### src/rtl/dataframe_sequencer_if.sv
`default_nettype none
// ------------------------------------------------------------------------
// dataframe_sequencer_if : FIFO-side and AXI4-Stream-side bus | rev 1.0
// ------------------------------------------------------------------------
interface dataframe_sequencer_if #(
   parameter int DATA_WIDTH = 64,
   parameter int ADC_WIDTH  = 128,
   parameter int HF_WIDTH   = 192
);
   logic [HF_WIDTH-1:0]   HF_FIFO_DOUT;
   logic                  HF_FIFO_EMPTY;
   logic                  HF_FIFO_RD_EN;
   logic [ADC_WIDTH-1:0]  ADC_FIFO_DOUT;
   logic                  ADC_FIFO_EMPTY;
   logic                  ADC_FIFO_RD_EN;
   logic [DATA_WIDTH-1:0] M_AXIS_TDATA;
   logic                  M_AXIS_TVALID;
   logic                  M_AXIS_TREADY;
   logic                  M_AXIS_TLAST;

   modport master (
      input  HF_FIFO_DOUT, HF_FIFO_EMPTY, ADC_FIFO_DOUT, ADC_FIFO_EMPTY, M_AXIS_TREADY,
      output HF_FIFO_RD_EN, ADC_FIFO_RD_EN, M_AXIS_TDATA, M_AXIS_TVALID, M_AXIS_TLAST
   );

   modport slave (
      output HF_FIFO_DOUT, HF_FIFO_EMPTY, ADC_FIFO_DOUT, ADC_FIFO_EMPTY, M_AXIS_TREADY,
      input  HF_FIFO_RD_EN, ADC_FIFO_RD_EN, M_AXIS_TDATA, M_AXIS_TVALID, M_AXIS_TLAST
   );
endinterface
`default_nettype wire

### src/rtl/dataframe_sequencer.sv
`default_nettype none
// ------------------------------------------------------------------------
// dataframe_sequencer : drains header/footer + ADC FIFOs into one framed
// AXI4-Stream | rev 1.0 | optional macro: DATAFRAME_WATCHDOG_EN
// ------------------------------------------------------------------------
module dataframe_sequencer #(
   parameter int DATA_WIDTH      = 64,
   parameter int ADC_WIDTH       = 128,
   parameter int HF_WIDTH        = 192,
   parameter int LEN_LSB         = 144,
   parameter int LEN_WIDTH       = 12,
   parameter int WATCHDOG_CYCLES = 1024
) (
   input  wire logic              ACLK,
   input  wire logic              ARESET,
   dataframe_sequencer_if.master  bus,
   output logic [31:0]            FRAME_CNT,
   output logic                   WATCHDOG_ERR
);

   typedef enum logic [2:0] {
      S_IDLE   = 3'd0,
      S_HDR0   = 3'd1,
      S_HDR1   = 3'd2,
      S_PAY_HI = 3'd3,
      S_PAY_LO = 3'd4,
      S_FTR    = 3'd5
   } state_t;

   if (ADC_WIDTH != 2 * DATA_WIDTH) begin : g_chk_adc_width
      $error("ADC_WIDTH must equal 2*DATA_WIDTH");
   end
   if (HF_WIDTH != 3 * DATA_WIDTH) begin : g_chk_hf_width
      $error("HF_WIDTH must equal 3*DATA_WIDTH");
   end
   if (WATCHDOG_CYCLES < 1) begin : g_chk_wd_cycles
      $error("WATCHDOG_CYCLES must be at least 1");
   end

   state_t                state_q, state_d;
   logic [LEN_WIDTH-1:0]  len_q, len_d;
   logic [LEN_WIDTH-1:0]  cnt_q, cnt_d;
   logic [31:0]           frame_cnt_q, frame_cnt_d;

   logic                  w_valid;
   logic [DATA_WIDTH-1:0] w_data;
   logic                  w_last;
   logic                  w_acc;
   logic                  w_hf_rd;
   logic                  w_adc_rd;
   logic                  w_pad;
   logic                  w_last_line;

   // len never exceeds 4095, so cnt+1 cannot wrap before matching len
   assign w_last_line = (cnt_q + LEN_WIDTH'(1)) == len_q;

   always_comb begin
      state_d     = state_q;
      len_d       = len_q;
      cnt_d       = cnt_q;
      frame_cnt_d = frame_cnt_q;
      w_valid     = 1'b0;
      w_data      = '0;
      w_last      = 1'b0;
      w_hf_rd     = 1'b0;
      w_adc_rd    = 1'b0;

      case (state_q)
         S_HDR0: begin
            w_valid = 1'b1;
            w_data  = bus.HF_FIFO_DOUT[HF_WIDTH-1 -: DATA_WIDTH];
         end
         S_HDR1: begin
            w_valid = 1'b1;
            w_data  = bus.HF_FIFO_DOUT[HF_WIDTH-DATA_WIDTH-1 -: DATA_WIDTH];
         end
         S_PAY_HI: begin
            w_valid = w_pad | ~bus.ADC_FIFO_EMPTY;
            w_data  = w_pad ? {DATA_WIDTH{1'b1}} : bus.ADC_FIFO_DOUT[ADC_WIDTH-1 -: DATA_WIDTH];
         end
         S_PAY_LO: begin
            w_valid = 1'b1;
            w_data  = w_pad ? {DATA_WIDTH{1'b1}} : bus.ADC_FIFO_DOUT[DATA_WIDTH-1:0];
         end
         S_FTR: begin
            w_valid = 1'b1;
            w_last  = 1'b1;
            w_data  = bus.HF_FIFO_DOUT[DATA_WIDTH-1:0];
         end
         default: ;
      endcase

      w_acc = w_valid & bus.M_AXIS_TREADY;

      case (state_q)
         S_IDLE: begin
            if (!bus.HF_FIFO_EMPTY) state_d = S_HDR0;
         end
         S_HDR0: begin
            if (w_acc) begin
               len_d   = bus.HF_FIFO_DOUT[LEN_LSB +: LEN_WIDTH];
               state_d = S_HDR1;
            end
         end
         S_HDR1: begin
            if (w_acc) begin
               cnt_d   = '0;
               state_d = (len_q == '0) ? S_FTR : S_PAY_HI;
            end
         end
         S_PAY_HI: begin
            if (w_acc) begin
               cnt_d = cnt_q + LEN_WIDTH'(1);
               if (w_last_line) begin
                  // odd length: drop the unused low half with the pop
                  w_adc_rd = ~w_pad;
                  state_d  = S_FTR;
               end else begin
                  state_d  = S_PAY_LO;
               end
            end
         end
         S_PAY_LO: begin
            if (w_acc) begin
               w_adc_rd = ~w_pad;
               cnt_d    = cnt_q + LEN_WIDTH'(1);
               state_d  = w_last_line ? S_FTR : S_PAY_HI;
            end
         end
         S_FTR: begin
            if (w_acc) begin
               w_hf_rd     = 1'b1;
               frame_cnt_d = frame_cnt_q + 32'd1;
               state_d     = S_IDLE;
            end
         end
         default: state_d = S_IDLE;
      endcase
   end

   always_ff @(posedge ACLK) begin
      if (ARESET) begin
         state_q     <= S_IDLE;
         len_q       <= '0;
         cnt_q       <= '0;
         frame_cnt_q <= '0;
      end else begin
         state_q     <= state_d;
         len_q       <= len_d;
         cnt_q       <= cnt_d;
         frame_cnt_q <= frame_cnt_d;
      end
   end

`ifdef DATAFRAME_WATCHDOG_EN
   localparam int STALL_W = $clog2(WATCHDOG_CYCLES + 1);

   logic [STALL_W-1:0] stall_q, stall_d;
   logic               pad_q, pad_d;
   logic               wd_err_q, wd_err_d;

   always_comb begin
      stall_d  = stall_q;
      pad_d    = pad_q;
      wd_err_d = wd_err_q;
      if (w_acc) begin
         stall_d = '0;
      end else if (state_q == S_PAY_HI && bus.ADC_FIFO_EMPTY && !pad_q) begin
         stall_d = stall_q + STALL_W'(1);
      end
      if (stall_d == STALL_W'(WATCHDOG_CYCLES)) begin
         stall_d  = '0;
         pad_d    = 1'b1;
         wd_err_d = 1'b1;
      end
      if (state_q == S_IDLE) pad_d = 1'b0;
   end

   always_ff @(posedge ACLK) begin
      if (ARESET) begin
         stall_q  <= '0;
         pad_q    <= 1'b0;
         wd_err_q <= 1'b0;
      end else begin
         stall_q  <= stall_d;
         pad_q    <= pad_d;
         wd_err_q <= wd_err_d;
      end
   end

   assign w_pad        = pad_q;
   assign WATCHDOG_ERR = wd_err_q;
`else
   assign w_pad        = 1'b0;
   assign WATCHDOG_ERR = 1'b0;
`endif

   // reset gating keeps an abandoned frame from popping either FIFO
   assign bus.M_AXIS_TVALID  = w_valid & ~ARESET;
   assign bus.M_AXIS_TLAST   = w_last & ~ARESET;
   assign bus.M_AXIS_TDATA   = ARESET ? '0 : w_data;
   assign bus.HF_FIFO_RD_EN  = w_hf_rd & ~ARESET;
   assign bus.ADC_FIFO_RD_EN = w_adc_rd & ~ARESET;
   assign FRAME_CNT          = frame_cnt_q;

endmodule
`default_nettype wire

### src/flat_wrapper.sv
// flat-port wrapper written by rule: the top's interface ports become plain ports
module dataframe_sequencer_flat 
#(
   parameter int DATA_WIDTH      = 64,
   parameter int ADC_WIDTH       = 128,
   parameter int HF_WIDTH        = 192,
   parameter int LEN_LSB         = 144,
   parameter int LEN_WIDTH       = 12,
   parameter int WATCHDOG_CYCLES = 1024
)
  (ACLK, ARESET, FRAME_CNT, WATCHDOG_ERR, bus_HF_FIFO_DOUT, bus_HF_FIFO_EMPTY, bus_ADC_FIFO_DOUT, bus_ADC_FIFO_EMPTY, bus_M_AXIS_TREADY, bus_HF_FIFO_RD_EN, bus_ADC_FIFO_RD_EN, bus_M_AXIS_TDATA, bus_M_AXIS_TVALID, bus_M_AXIS_TLAST);
  dataframe_sequencer_if #(.DATA_WIDTH(DATA_WIDTH), .ADC_WIDTH(ADC_WIDTH), .HF_WIDTH(HF_WIDTH)) bus_i ();
  input  wire logic ACLK;
  input  wire logic ARESET;
  output logic [31:0] FRAME_CNT;
  output logic WATCHDOG_ERR;
  input wire logic [$bits(bus_i.HF_FIFO_DOUT)-1:0] bus_HF_FIFO_DOUT;
  input wire logic [$bits(bus_i.HF_FIFO_EMPTY)-1:0] bus_HF_FIFO_EMPTY;
  input wire logic [$bits(bus_i.ADC_FIFO_DOUT)-1:0] bus_ADC_FIFO_DOUT;
  input wire logic [$bits(bus_i.ADC_FIFO_EMPTY)-1:0] bus_ADC_FIFO_EMPTY;
  input wire logic [$bits(bus_i.M_AXIS_TREADY)-1:0] bus_M_AXIS_TREADY;
  output wire logic [$bits(bus_i.HF_FIFO_RD_EN)-1:0] bus_HF_FIFO_RD_EN;
  output wire logic [$bits(bus_i.ADC_FIFO_RD_EN)-1:0] bus_ADC_FIFO_RD_EN;
  output wire logic [$bits(bus_i.M_AXIS_TDATA)-1:0] bus_M_AXIS_TDATA;
  output wire logic [$bits(bus_i.M_AXIS_TVALID)-1:0] bus_M_AXIS_TVALID;
  output wire logic [$bits(bus_i.M_AXIS_TLAST)-1:0] bus_M_AXIS_TLAST;
  assign bus_i.HF_FIFO_DOUT = bus_HF_FIFO_DOUT;
  assign bus_i.HF_FIFO_EMPTY = bus_HF_FIFO_EMPTY;
  assign bus_i.ADC_FIFO_DOUT = bus_ADC_FIFO_DOUT;
  assign bus_i.ADC_FIFO_EMPTY = bus_ADC_FIFO_EMPTY;
  assign bus_i.M_AXIS_TREADY = bus_M_AXIS_TREADY;
  assign bus_HF_FIFO_RD_EN = bus_i.HF_FIFO_RD_EN;
  assign bus_ADC_FIFO_RD_EN = bus_i.ADC_FIFO_RD_EN;
  assign bus_M_AXIS_TDATA = bus_i.M_AXIS_TDATA;
  assign bus_M_AXIS_TVALID = bus_i.M_AXIS_TVALID;
  assign bus_M_AXIS_TLAST = bus_i.M_AXIS_TLAST;
  dataframe_sequencer #(.DATA_WIDTH(DATA_WIDTH), .ADC_WIDTH(ADC_WIDTH), .HF_WIDTH(HF_WIDTH), .LEN_LSB(LEN_LSB), .LEN_WIDTH(LEN_WIDTH), .WATCHDOG_CYCLES(WATCHDOG_CYCLES)) u_core (.ACLK(ACLK), .ARESET(ARESET), .bus(bus_i), .FRAME_CNT(FRAME_CNT), .WATCHDOG_ERR(WATCHDOG_ERR));
endmodule
### config.mk
export PLATFORM = sky130hd
export DESIGN_NAME = dataframe_sequencer_flat
export DESIGN_NICKNAME = d
export VERILOG_FILES = /design/src/rtl/dataframe_sequencer_if.sv /design/src/rtl/dataframe_sequencer.sv /design/src/flat_wrapper.sv
export SDC_FILE = /design/constraint.sdc
export NUM_CORES = 1
export LEC_CHECK = 0
export BUFFER_PORTS_ARGS = -buffer_cell sky130_fd_sc_hd__buf_2
export CAP_MARGIN = 30
export CORE_AREA = 2 2 166 168
export DETAILED_ROUTE_END_ITERATION = 6
export DIE_AREA = 0 0 168 170
export HOLD_SLACK_MARGIN = 0.15
export PLACE_DENSITY = 0.56
export SLEW_MARGIN = 20
export SYNTH_ARGS = -nofsm -noshare
export SYNTH_HDL_FRONTEND = slang
export SYNTH_SLANG_ARGS = --single-unit
### constraint.sdc
create_clock -name ACLK -period 3.6 [get_ports ACLK]
set_input_delay 0.72 -clock ACLK [delete_from_list [all_inputs] [get_ports ACLK]]
set_output_delay 0.72 -clock ACLK [all_outputs]
set_load 0.05 [all_outputs]
==> out/results.ini <==
[power_and_ir_drop]
power_density_mw_per_mm2=295
total_leakage_power_nw=3.64
fin_total_pwr_mw=2.37
ir_drop_mv=0.197

[die]
die_y_um=170
core_area_mm2=0.0267
row_count=60
io_pins=426
dieArea_mm2=0.0286
initial_core_util=0.195
die_w_um=168

[synth]
yosys.area_share.simple=0.220
ys_top_cells_by_count=154 x a21oi_1, 114 x nor2_1, 66 x a22oi_1
yosysTopAreaCellShare=0.227
synthesis.nets=1076
syn_area_per_cell_um2=6.95
netlist_area_mm2=0.00520
ys_seq_area_frac=0.227
synth_xor_xnor_area_share=0.0707
yosysWarningCount=0
ys_ff_latch=59
synth_top_cell_by_area=dfxtp_1
syn_inst=749
synthMuxAreaShare=0.125
synth_compound_area_frac=0.296
synthAdderAreaFrac=0.00481
synth_area_leaders=dfxtp_1 23%, a21oi_1 15%, mux2i_1 12%
synthArstFlopShare=0
synth-edff-count=0
synth_most_common_cell=a21oi_1
ys.flop_type=dfxtp_1
synth_top_family_by_area=compound AO/OA/AOI/OAI gates
synth.distinct_cells=54

[finish]
layout.nets=1463
fillers=3006
multiInputGateArea_mm2=0.00377
area_growth_pct=54.0
register_area_mm2=0.00119
drive_gt1_frac=0.412

[clock_tree]
htreeDepth=3
cts.hold.buffers_added=0
cts_sinks=59
clk_pin_slew_ns=0.05
clkLatencyLatePin_ns=0.32
cts_tree=done
root_buffer=clkbuf_16
postCtsSetupBuffers=0
cts-buffers-inserted=9
clock_path_buffers=2

[grt]
grt_pass1_vias=7001
grt_pass1_wl_um=41900
gr-total-overflow=0
grt_max_degree=65
grt_usage=0.191
antenna_found_initial=16

[place]
io_buffers=424
place_ws_ns=0.305
hpwl_um=23100
gp_congestion=1.01

[sta]
slew_violations=0
grt_setup_unrepaired=no
setup_viol_count_final=0
tightest_slew_ns=0.736
max-slew-margin-rel=0.509
fin_crit_sh=0.963
setup-tns-final_ns=0
final.setup.worst_slack_ns=0.134
hold_violations=0
fin_skew_ns=0.00537
final.min_clock_period_ns=3.47
max_freq_mhz=288

[setup_path]
worst_path_max_delay_cell=or4_1
critPathLaunchType=register
crit_required_ns=2.88
path_cells=ha_4 -> and3_1 -> nand3_1 -> xnor2_1 -> or4_1 -> a211o_1 -> o21ai_1 -> buf_4
critPathKind=reg -> out
crit_path_end_kind=output pin
cp.arrival_ns=2.75
max_stage_delay_ns=0.53
cp_max_fo=7

[run_status]
violations=DRC
outcome=finished, violations left

[route]
vias=7247
routedWlPerCell_um=19.1
via_per_inst=4.86
drtPass1Iterations=7
drtIter0Drc=534
drt-total-wl_um=28400
drc=5
drt.antenna.violating_nets=0

[run]
maxCapViolations=0

[min_path]
hp-class=reg -> reg

## state kept, by name (all words and copies together), names as in the netlist
signal / count
u_core.FRAME_CNT: 32
u_core.cnt_q: 12
u_core.state_q: 3
u_core.len_q: 12
## per-layer routing
| layer | global-route usage | wire length [um] | vias up |
|---|---|---|---|
| met4 | 0.0609 | 694 | 16 |
| li1 | - | - | 3509 |
| met5 | 0 | 108 | - |
| met2 | 0.315 | 13500 | 317 |
| met1 | 0.234 | 11500 | 3350 |
| met3 | 0.0656 | 2590 | 55 |
## report_power, final
group          switching (mW)  internal [mW]  leakage, nW  total (mW)
sequential             0.0198          0.664        0.479       0.684
clock                   0.293          0.568        0.146       0.861
combinational           0.501          0.320         3.01       0.821
## logic make-up after synthesis
| group | count (synthesis) |
|---|---|
| compound gates | 260 |
| simple gates | 248 |
| buf+inv | 72 |
| mux | 65 |
| flops | 59 |
| xor+xnor | 42 |
| fa+ha+maj | 2 |
| other cells | 1 |
## timing repair
action	CTS	global route
hold endpoints to repair	0	0
resized for setup	2	6
endpoints found under the setup margin	1	1
## area by class of cell
class | count | share of cell area
multi-input combinational | 618 | 0.470
timing repair buffer | 439 | 0.284
sequential | 59 | 0.148
tap | 341 | 0.0532
clock buffer | 13 | 0.0325
clock inverter | 2 | 0.00437
inverter | 9 | 0.00422
antenna | 10 | 0.00312
## cells in the final DEF, fill, tap and decap left out, types with 2 or more instances in the layout
| cell | n |
|---|---|
| buf_2 | 423 |
| o21a_1 | 3 |
| or4_1 | 5 |
| and4_1 | 4 |
| a21oi_1 | 154 |
| nand3_1 | 18 |
| and2_1 | 2 |
| nor2b_1 | 4 |
| nand2b_1 | 3 |
| xor2_1 | 28 |
| diode_2 | 10 |
| nor4_1 | 6 |
| nand2_1 | 50 |
| a22oi_1 | 66 |
| xnor2_1 | 14 |
| a31oi_1 | 2 |
| clkbuf_1 | 2 |
| nor2_1 | 114 |
| o21ai_1 | 3 |
| o21ai_0 | 14 |
| and3_1 | 7 |
| or3_1 | 4 |
| clkbuf_8 | 2 |
| mux2i_1 | 64 |
| o211ai_1 | 2 |
| buf_4 | 13 |
| o41ai_1 | 2 |
| dfxtp_2 | 4 |
| buf_12 | 3 |
| dfxtp_1 | 54 |
| nand4_1 | 7 |
| clkbuf_16 | 9 |
| inv_1 | 9 |
| nor3_1 | 12 |
## metrics by stage
stage | area [um^2] | util | hold slack (ns) | std cells
5_1_grt | 8000 | 0.300 | 0.505 | 1486
4_1_cts | 7970 | 0.299 | 0.495 | 1481
2_1_floorplan | 5210 | - | 0.455 | 749
3_3_place_gp | 7670 | 0.288 | 0.482 | 1466
3_5_place_dp | 7670 | 0.288 | 0.492 | 1466
6_report | 8010 | 0.301 | 0.490 | 1491
## worst paths after layout
path,from,slack [ns],to,depth (start not counted)
worst min-delay path,u_core.len_q[0]$_SDFFE_PP0P_,0.49,u_core.len_q[0]$_SDFFE_PP0P_,2
worst max register to register,u_core.state_q[0]$_SDFFE_PP0P_,1.06,u_core.cnt_q[2]$_SDFFE_PP0P_,8
worst min register to register,u_core.len_q[0]$_SDFFE_PP0P_,0.49,u_core.len_q[0]$_SDFFE_PP0P_,2
worst max-delay path,u_core.cnt_q[1]$_SDFFE_PP0P_,0.13,bus_ADC_FIFO_RD_EN,8
## worst max-delay path, delay by kind of cell, from the launching register on
family | cells | cell delay (ns)
AO/OA/AOI/OAI | 2 | 0.47
AND/OR/NAND/NOR | 3 | 0.91
XOR/XNOR | 1 | 0.18
adder cells (fa/ha/maj) | 1 | 0.21
flip-flops | 1 | 0.43
buffers and inverters | 1 | 0.22
(Power assumes the default switching activity.)
